==> src/rtl/mips_lsu_pkg.sv <==
// Shared definitions for the MIPS load/store unit: access-size encodings,
// FSM state type, and helpers for alignment checking and store lane merging.
package mips_lsu_pkg;

  localparam logic [1:0] SZ_BYTE = 2'b00;
  localparam logic [1:0] SZ_HALF = 2'b01;
  localparam logic [1:0] SZ_WORD = 2'b10;

  typedef enum logic [1:0] {
    IDLE   = 2'd0,
    ACCESS = 2'd1,
    MERGE  = 2'd2,
    DONE   = 2'd3
  } lsu_state_t;

  function automatic logic is_misaligned(input logic [1:0] size, input logic [1:0] a);
    logic bad;
    case (size)
      SZ_BYTE: bad = 1'b0;
      SZ_HALF: bad = a[0];
      SZ_WORD: bad = (a != 2'b00);
      default: bad = 1'b1;
    endcase
    return bad;
  endfunction

  // Replace the addressed little-endian lane of word with the low bits of wdata.
  function automatic logic [31:0] lane_merge(input logic [31:0] word, input logic [31:0] wdata,
                                             input logic [1:0] size, input logic [1:0] a);
    logic [31:0] res;
    res = word;
    case (size)
      SZ_BYTE: res[{a, 3'b000} +: 8]     = wdata[7:0];
      SZ_HALF: res[{a[1], 4'b0000} +: 16] = wdata[15:0];
      SZ_WORD: res = wdata;
      default: res = word;
    endcase
    return res;
  endfunction

endpackage

==> src/rtl/mips_lsu_extract.sv <==
// Load lane selection and sign/zero extension for the MIPS load/store unit.
module mips_lsu_extract
  import mips_lsu_pkg::*;
(
  input  logic [31:0] i_word,
  input  logic [1:0]  i_size,
  input  logic        i_sext,
  input  logic [1:0]  i_a,
  output logic [31:0] o_data
);

  logic [7:0]  w_byte;
  logic [15:0] w_half;

  // Pick the addressed lane and widen it to a full word.
  always_comb begin
    w_byte = i_word[{i_a, 3'b000} +: 8];
    w_half = i_word[{i_a[1], 4'b0000} +: 16];
    case (i_size)
      SZ_BYTE: o_data = {{24{i_sext & w_byte[7]}}, w_byte};
      SZ_HALF: o_data = {{16{i_sext & w_half[15]}}, w_half};
      SZ_WORD: o_data = i_word;
      default: o_data = 32'h0000_0000;
    endcase
  end

endmodule

==> src/rtl/mips_lsu.sv <==
// MIPS load/store unit: byte/half/word core requests onto a word-only RAM,
// read-modify-write for sub-word stores. Optional counters under LSU_PERF_CNT_EN.
module mips_lsu
  import mips_lsu_pkg::*;
#(
  parameter int ADDR_W = 32,
  parameter int DATA_W = 32
) (
  input  logic              clk,
  input  logic              rst_n,
  input  logic              req,
  input  logic              req_we,
  input  logic [1:0]        req_size,
  input  logic              req_sext,
  input  logic [ADDR_W-1:0] req_addr,
  input  logic [DATA_W-1:0] req_wdata,
  output logic              ready,
  output logic              done,
  output logic [DATA_W-1:0] rdata,
  output logic              err,
  output logic              ram_we,
  output logic [ADDR_W-1:0] ram_addr,
  output logic [DATA_W-1:0] ram_din,
  input  logic [DATA_W-1:0] ram_dout
`ifdef LSU_PERF_CNT_EN
  ,
  output logic [31:0]       cnt_ld,
  output logic [31:0]       cnt_st,
  output logic [31:0]       cnt_err
`endif
);

  if (DATA_W != 32) begin : g_bad_data_w
    $error("mips_lsu: DATA_W must be 32");
  end

  lsu_state_t        r_state;
  logic              r_we;
  logic [1:0]        r_size;
  logic              r_sext;
  logic [ADDR_W-1:0] r_addr;
  logic [DATA_W-1:0] r_wdata;
  logic [DATA_W-1:0] r_merge;
  logic              r_ready;
  logic              r_done;
  logic              r_err;
  logic [DATA_W-1:0] r_rdata;

  logic              w_misaligned;
  logic [DATA_W-1:0] w_load_data;
  logic [DATA_W-1:0] w_merged;

  assign w_misaligned = is_misaligned(r_size, r_addr[1:0]);
  assign w_merged     = lane_merge(r_merge, r_wdata, r_size, r_addr[1:0]);

  mips_lsu_extract u_extract (
    .i_word (ram_dout),
    .i_size (r_size),
    .i_sext (r_sext),
    .i_a    (r_addr[1:0]),
    .o_data (w_load_data)
  );

  assign ready    = r_ready;
  assign done     = r_done;
  assign err      = r_err;
  assign rdata    = r_rdata;
  assign ram_addr = {r_addr[ADDR_W-1:2], 2'b00};

  // Write strobe decoded from state so an async reset removes it immediately.
  always_comb begin
    case (r_state)
      ACCESS:  ram_we = r_we && (r_size == SZ_WORD) && !w_misaligned;
      MERGE:   ram_we = 1'b1;
      default: ram_we = 1'b0;
    endcase
  end

  // Write data: the merged word during read-modify-write, else the latched store data.
  always_comb begin
    if (r_state == MERGE) begin
      ram_din = w_merged;
    end else begin
      ram_din = r_wdata;
    end
  end

  // Main sequencer: accept, access, optional merge, completion pulse.
  always_ff @(posedge clk or negedge rst_n) begin
    if (!rst_n) begin
      r_state <= IDLE;
      r_we    <= 1'b0;
      r_size  <= 2'b00;
      r_sext  <= 1'b0;
      r_addr  <= '0;
      r_wdata <= '0;
      r_merge <= '0;
      r_ready <= 1'b1;
      r_done  <= 1'b0;
      r_err   <= 1'b0;
      r_rdata <= '0;
    end else begin
      case (r_state)
        IDLE: begin
          if (req) begin
            r_we    <= req_we;
            r_size  <= req_size;
            r_sext  <= req_sext;
            r_addr  <= req_addr;
            r_wdata <= req_wdata;
            r_err   <= 1'b0;
            r_ready <= 1'b0;
            r_state <= ACCESS;
          end
        end
        ACCESS: begin
          if (w_misaligned) begin
            r_err   <= 1'b1;
            r_done  <= 1'b1;
            r_state <= DONE;
          end else if (!r_we) begin
            r_rdata <= w_load_data;
            r_done  <= 1'b1;
            r_state <= DONE;
          end else if (r_size == SZ_WORD) begin
            r_done  <= 1'b1;
            r_state <= DONE;
          end else begin
            r_merge <= ram_dout;
            r_state <= MERGE;
          end
        end
        MERGE: begin
          r_done  <= 1'b1;
          r_state <= DONE;
        end
        DONE: begin
          r_done  <= 1'b0;
          r_ready <= 1'b1;
          r_state <= IDLE;
        end
        default: begin
          r_done  <= 1'b0;
          r_ready <= 1'b1;
          r_state <= IDLE;
        end
      endcase
    end
  end

`ifdef LSU_PERF_CNT_EN
  logic [31:0] r_cnt_ld;
  logic [31:0] r_cnt_st;
  logic [31:0] r_cnt_err;

  assign cnt_ld  = r_cnt_ld;
  assign cnt_st  = r_cnt_st;
  assign cnt_err = r_cnt_err;

  // Completed-access counters; an erroring access counts only as an error.
  always_ff @(posedge clk or negedge rst_n) begin
    if (!rst_n) begin
      r_cnt_ld  <= 32'd0;
      r_cnt_st  <= 32'd0;
      r_cnt_err <= 32'd0;
    end else if (r_done) begin
      if (r_err) begin
        r_cnt_err <= r_cnt_err + 32'd1;
      end else if (r_we) begin
        r_cnt_st <= r_cnt_st + 32'd1;
      end else begin
        r_cnt_ld <= r_cnt_ld + 32'd1;
      end
    end
  end
`endif

endmodule

==> config.mk <==
export PLATFORM = sky130hd
export DESIGN_NAME = mips_lsu
export DESIGN_NICKNAME = d
export VERILOG_FILES = /design/src/rtl/mips_lsu_pkg.sv /design/src/rtl/mips_lsu_extract.sv /design/src/rtl/mips_lsu.sv
export SDC_FILE = /design/constraint.sdc
export NUM_CORES = 1
export LEC_CHECK = 0
export BUFFER_PORTS_ARGS = -buffer_cell sky130_fd_sc_hd__clkbuf_2
export CAP_MARGIN = 15
export CORE_MARGIN = 2
export CORE_UTILIZATION = 40
export DETAILED_ROUTE_END_ITERATION = 6
export HOLD_SLACK_MARGIN = 0.08
export SYNTH_ARGS = -nofsm -noshare
export SYNTH_HDL_FRONTEND = slang
export SYNTH_SLANG_ARGS = --single-unit
export TNS_END_PERCENT = 10
==> constraint.sdc <==
create_clock -name clk -period 5.9 [get_ports clk]
set_input_delay 0.59 -clock clk [delete_from_list [all_inputs] [get_ports clk]]
set_output_delay 0.59 -clock clk [all_outputs]
set_load 0.02 [all_outputs]
==> Yosys cells after proc, flatten, opt, wreduce, memory -nomap -nowiden <==
Index checks and enable logic that the tools add are counted.
{ "totals": {"regBits": 137, "inputBits": 103, "elab_cells": 67, "out_inout_bits": 100} }
{ "classes": {"bitwise": 5, "mux": 20, "n_eq_ne": 8, "n_reduce_logical": 15, "n_addsub": 2, "shift": 6} }
{ "op_table": {"columns": ["op", "count"], "rows": [
  ["32-bit case mux with 3 select lines", 2],
  ["32-bit bitwise mux", 2],
  ["32-bit 2-to-1 mux", 1],
  ["16-bit by 7-bit variable shift with 32-bit output (first input constant)", 1],
  ["8-bit by 7-bit variable shift with 32-bit output (first input constant)", 1],
  ["16-bit by 7-bit variable part select with 32-bit output", 1],
  ["32-bit by 6-bit variable part select with 16-bit output", 1],
  ["32-bit by 6-bit variable part select with 8-bit output", 1],
  ["8-bit by 7-bit variable part select with 32-bit output", 1],
  ["5-bit negation with 7-bit output", 2],
  ["1-bit 2-to-1 mux", 8],
  ["2-bit case mux with 4 select lines", 1],
  ["2-bit == test (second input constant)", 3],
  ["1-bit case mux with 2 select lines", 3],
  ["1-bit case mux with 3 select lines", 2],
  ["2-bit AND reduction", 3],
  ["3-bit AND reduction", 2],
  ["2-bit nonzero test", 3],
  ["2-bit by 1-bit == test with 1-bit output (second input constant)", 2],
  ["2-bit zero test", 2],
  ["2-bit != test (second input constant)", 2],
  ["4-bit != test (second input constant)", 1],
  ["4-bit AND reduction", 1],
  ["1-bit NOT", 3],
  ["5 further kinds", 7]
]} }

==> Logic depth before layout (Yosys ltp) <==
{ "depth": {"ltp_word": 5, "mapped_depth": 9, "depth_no_buf": 6} }

==> Cells and area by module <==
A second synthesis with hierarchy kept.
{ "hier_totals": {"cells_unflattened": 616, "area_unflattened_um2": 7408.4} }
{ "by_module_without_submodules": {"columns": ["mod", "cells_per_inst", "seq_area_each_um2", "n_inst", "area_per_inst_um2"], "rows": [
  ["mips_lsu", 499, 3429.5, 1, 6651.4],
  ["mips_lsu_extract", 117, 0.0, 1, 757.0]
]} }

==> Least setup slack after synthesis <==
No wires, ideal clock.
{ "synth_timing": {"path_type": "register to output", "start": "reg r_addr[1]", "end": "out ram_din[10]", "path_buffers": 3, "path_stages_with_launch": 10, "arrival_ns": 2.326, "required_ns": 5.310, "setup_slack_ns": 2.984, "path_cell_list": "dfrtp_1 > buf_2 > buf_2 > inv_1 > ha_1 > nor3b_2 > and3_1 > nor2b_1 > clkbuf_2 > a221o_1"} }
{ "synth_between": {"elab_chain_cells": 5, "elab_cells_between_ends": 10, "cone_classes": "2 x add/sub; 4 x shift; 4 x mux"} }
{ "synth_rtl": {"columns": ["element", "line", "source"], "rows": [
  ["start: declaration", "mips_lsu.sv:41", "logic [ADDR_W-1:0] r_addr;"],
  ["start signal: assignment", "mips_lsu.sv:109", "r_addr <= req_addr;"],
  ["5-bit negation with 7-bit output (on tied branches)", "mips_lsu_pkg.sv:34, mips_lsu_pkg.sv:33", null],
  ["16-bit by 7-bit variable part select with 32-bit output, or another cell as far along", "mips_lsu_pkg.sv:34", "SZ_HALF: res[{a[1], 4'b0000} +: 16] = wdata[15:0];"],
  ["32-bit bitwise mux (on tied branches)", "mips_lsu_pkg.sv:34, mips_lsu_pkg.sv:33", null],
  ["32-bit case mux with 3 select lines *", "mips_lsu_pkg.sv:32", "case (size)"],
  ["32-bit 2-to-1 mux *", "mips_lsu.sv:81", "if (r_state == MERGE) begin"],
  ["end: declaration", "mips_lsu.sv:23", "output logic [DATA_W-1:0] ram_din,"]
]} }
Every way passes the cells marked *; elsewhere a longest branch is shown, timed or not.

==> Worst setup path after layout <==
{ "layout_timing": {"start": "reg r_addr[1]", "end": "out ram_din[9]"} }
Same word-level chain as after synthesis.

==> impl_metrics.json <==
{
  "h-tree-depth": 4,
  "criticalPathCategory": "register to output port",
  "port_buffers": 200,
  "relSlewSlack_pct": 34.7,
  "syn_avg_cell_area_sq_um": 11.5,
  "drt_pre_antenna_iters": 7,
  "cp.depth": 7,
  "stdcell_count": 1006,
  "reg2reg_depth": 6,
  "fp.dieW_um": 137,
  "synth-seq-cells": 137,
  "postRouteWirelength_um": 19500,
  "synthFlopType": "dfrtp_1",
  "failed_checks": "DRC",
  "seq_area_frac_synth_pct": 48.8,
  "syn_inst": 610,
  "grt-ovfl-total": 0,
  "hold_slack_ps": 149,
  "cts_tree": "built",
  "grt_pass1_vias": 5549,
  "n_antenna_cell": 0,
  "cts.hold.buffers_added": 0,
  "ff2ff_setup_slack_ps": 2370,
  "drtIter0Drc": 359,
  "rr_startpoint": "r_addr[1]",
  "cap_violations": 0,
  "cp_max_fo": 23,
  "worst_ep_arrival_time_ps": 3680,
  "cts_root_buffer": "clkbuf_16",
  "slowest_delay_ps": 990,
  "p_leak_nw": 4.03,
  "fmax_ghz": 0.234,
  "maxSlewViolCount": 0,
  "dr_total_vias": 5554,
  "setup_viol": 0,
  "fin_crit_ps": 4270,
  "crit_chain": "inv_1 > ha_1 > nor3b_2 > and3_1 > nor2b_1 > a221o_1 > clkbuf_2",
  "die-area_sq_um": 18600,
  "slowest_stage": "dfrtp_1",
  "crit_start": "r_addr[1]",
  "core_area_sq_um": 17200,
  "grt.total_usage_pct": 21.3,
  "path_clk_slew_ps": 60,
  "gp_congestion": 0.839,
  "ir_drop_uv": 317,
  "ys_warn_count": 0,
  "finalHoldViolations": 0,
  "cp-end-kind": "output port",
  "placed_cells": 973,
  "cts_resized": 0,
  "fin_area_sq_um": 8620,
  "numCtsBuffers": 17,
  "rows": 48,
  "grt_pass1_wl_um": 30200,
  "start_kind": "register",
  "hpwl_um": 14300,
  "finClkSkew_ps": 6.79,
  "io_pins": 203,
  "dpl_cell_area_sq_um": 7960,
  "drc": 1,
  "start_util_pct": 40.7,
  "async_flop_share_pct": 100,
  "cp.required_ps": 5310,
  "grt_max_degree": 77,
  "status": "finished with violations",
  "wl_per_cell_um": 19.4,
  "antenna_left": 0,
  "final_nets": 881,
  "fp.dieH_um": 137,
  "clkLatencyLatePin_ps": 420,
  "drive_gt1_share_pct": 46.6,
  "rsz0062_at_grt": "false",
  "syn_area_sq_um": 7020,
  "path_delay_family": "simple AND/OR/NAND/NOR gates",
  "hold_path_class": "input pin to async pin",
  "pwr_density_cell_nw_per_um2": 668,
  "cts_sinks": 137,
  "synth_edf_count": 0,
  "vias_per_cell": 5.52,
  "finalCritPeriodShare_pct": 72.4,
  "crit_buf_inv": 2,
  "cts_setup_buffers": 0,
  "fin_setup_tns_ps": 0,
  "antenna_found_initial": 0,
  "ys_types": 53,
  "cts_buffer_depth": 2,
  "area_delta_synth_final_pct": 22.7,
  "tightest_slew_ps": 979
}
-- state kept, by name (all words and copies together) (netlist names) --
register / flops
r_addr: 32
r_merge: 32
r_wdata: 32
rdata: 32
r_size: 2
r_state: 2
done: 1
err: 1
r_sext: 1
r_we: 1
ready: 1
-- cell usage in the layout, fill, tap and decap left out, types with 3 or more instances in the layout --
cell type / count
a22o_1: 16
a21oi_1: 14
nand2b_1: 4
buf_4: 6
o22a_1: 9
a222oi_1: 5
inv_1: 7
and2_1: 16
clkbuf_16: 17
nand2_1: 47
o21ai_1: 6
o211ai_1: 6
mux2_2: 106
inv_6: 4
or3_1: 3
nor2b_1: 7
nand3_1: 29
a221o_1: 15
o311a_1: 7
bufinv_16: 4
or2_2: 7
a22oi_1: 7
dfrtp_1: 136
o2111ai_1: 7
nor2_1: 12
mux2i_1: 11
o21ai_0: 20
clkbuf_2: 199
ha_1: 10
-- worst paths after layout --
check | endpoint
max | ram_din[9]
min | r_wdata[10]
max reg2reg | rdata[17]
min reg2reg | rdata[29]
max in group asynchronous | r_merge[1]
min in group clk | r_addr[14]
-- synth_stat cells (8+ instances only) --
cell,number,area [sq um]
a21oi_1,14,70.1
buf_4,33,248
dfrtp_1,136,3400
nor2_1,12,45.0
o21ai_0,20,100
buf_2,15,75.1
a221o_1,15,150
a22o_1,16,140
nand3_1,29,145
ha_1,10,125
nand2_1,48,180
o22a_1,9,78.8
mux2i_1,11,110
clkbuf_1,12,45.0
nor2b_1,8,50.1
and2_1,16,100
mux2_2,106,1190
-- where the power goes --
part           internal [mW]  switching (mW)  total, mW
Combinational           1.18            1.61       2.79
Sequential              1.41           0.408       1.82
Clock                  0.735           0.413       1.15
Total                   3.33            2.43       5.75
-- stage by stage --
| step | power [mW] | worst slack [ps] | util, % |
|---|---|---|---|
| after floorplan | 3.85 | 2980 | - |
| after global placement | 4.53 | 2270 | 46.2 |
| after detailed placement | 4.60 | 2100 | 46.2 |
| after CTS | 5.78 | 1640 | 49.9 |
| after global routing | 6.11 | 1380 | 50.0 |
| final | 5.75 | 1630 | 50.0 |
-- layer usage --
metal	vias up	global-route usage (%)	wire length [um]
met4	0	6.48	347
li1	2538	-	-
met1	2762	27.5	8230
met5	-	0	0
met2	228	35.3	9540
met3	26	5.56	1430
-- cells by family (layout without fill, tap and decap cells) --
kind of cell / count (synthesis) / in the layout / share of synthesized area (%)
AOI/OAI and AO/OA: 129 / 129 / 14.1
DFF: 137 / 137 / 48.8
other: 1 / 2 / 0.0534
and+or+nand+nor: 140 / 140 / 10.5
adders and majority gates: 10 / 10 / 1.78
buffers and inverters: 76 / 246 / 6.22
muxes: 117 / 117 / 18.6
-- cell type report --
class	count	area, sq um
Clock buffer	19	453
Clock inverter	13	190
Fill cell	1587	8620
Inverter	7	26.3
Multi-Input combinational cell	398	3170
Sequential cell	137	3430
Tap cell	225	282
Timing Repair Buffer	207	1070
(Power assumes the default switching activity.)
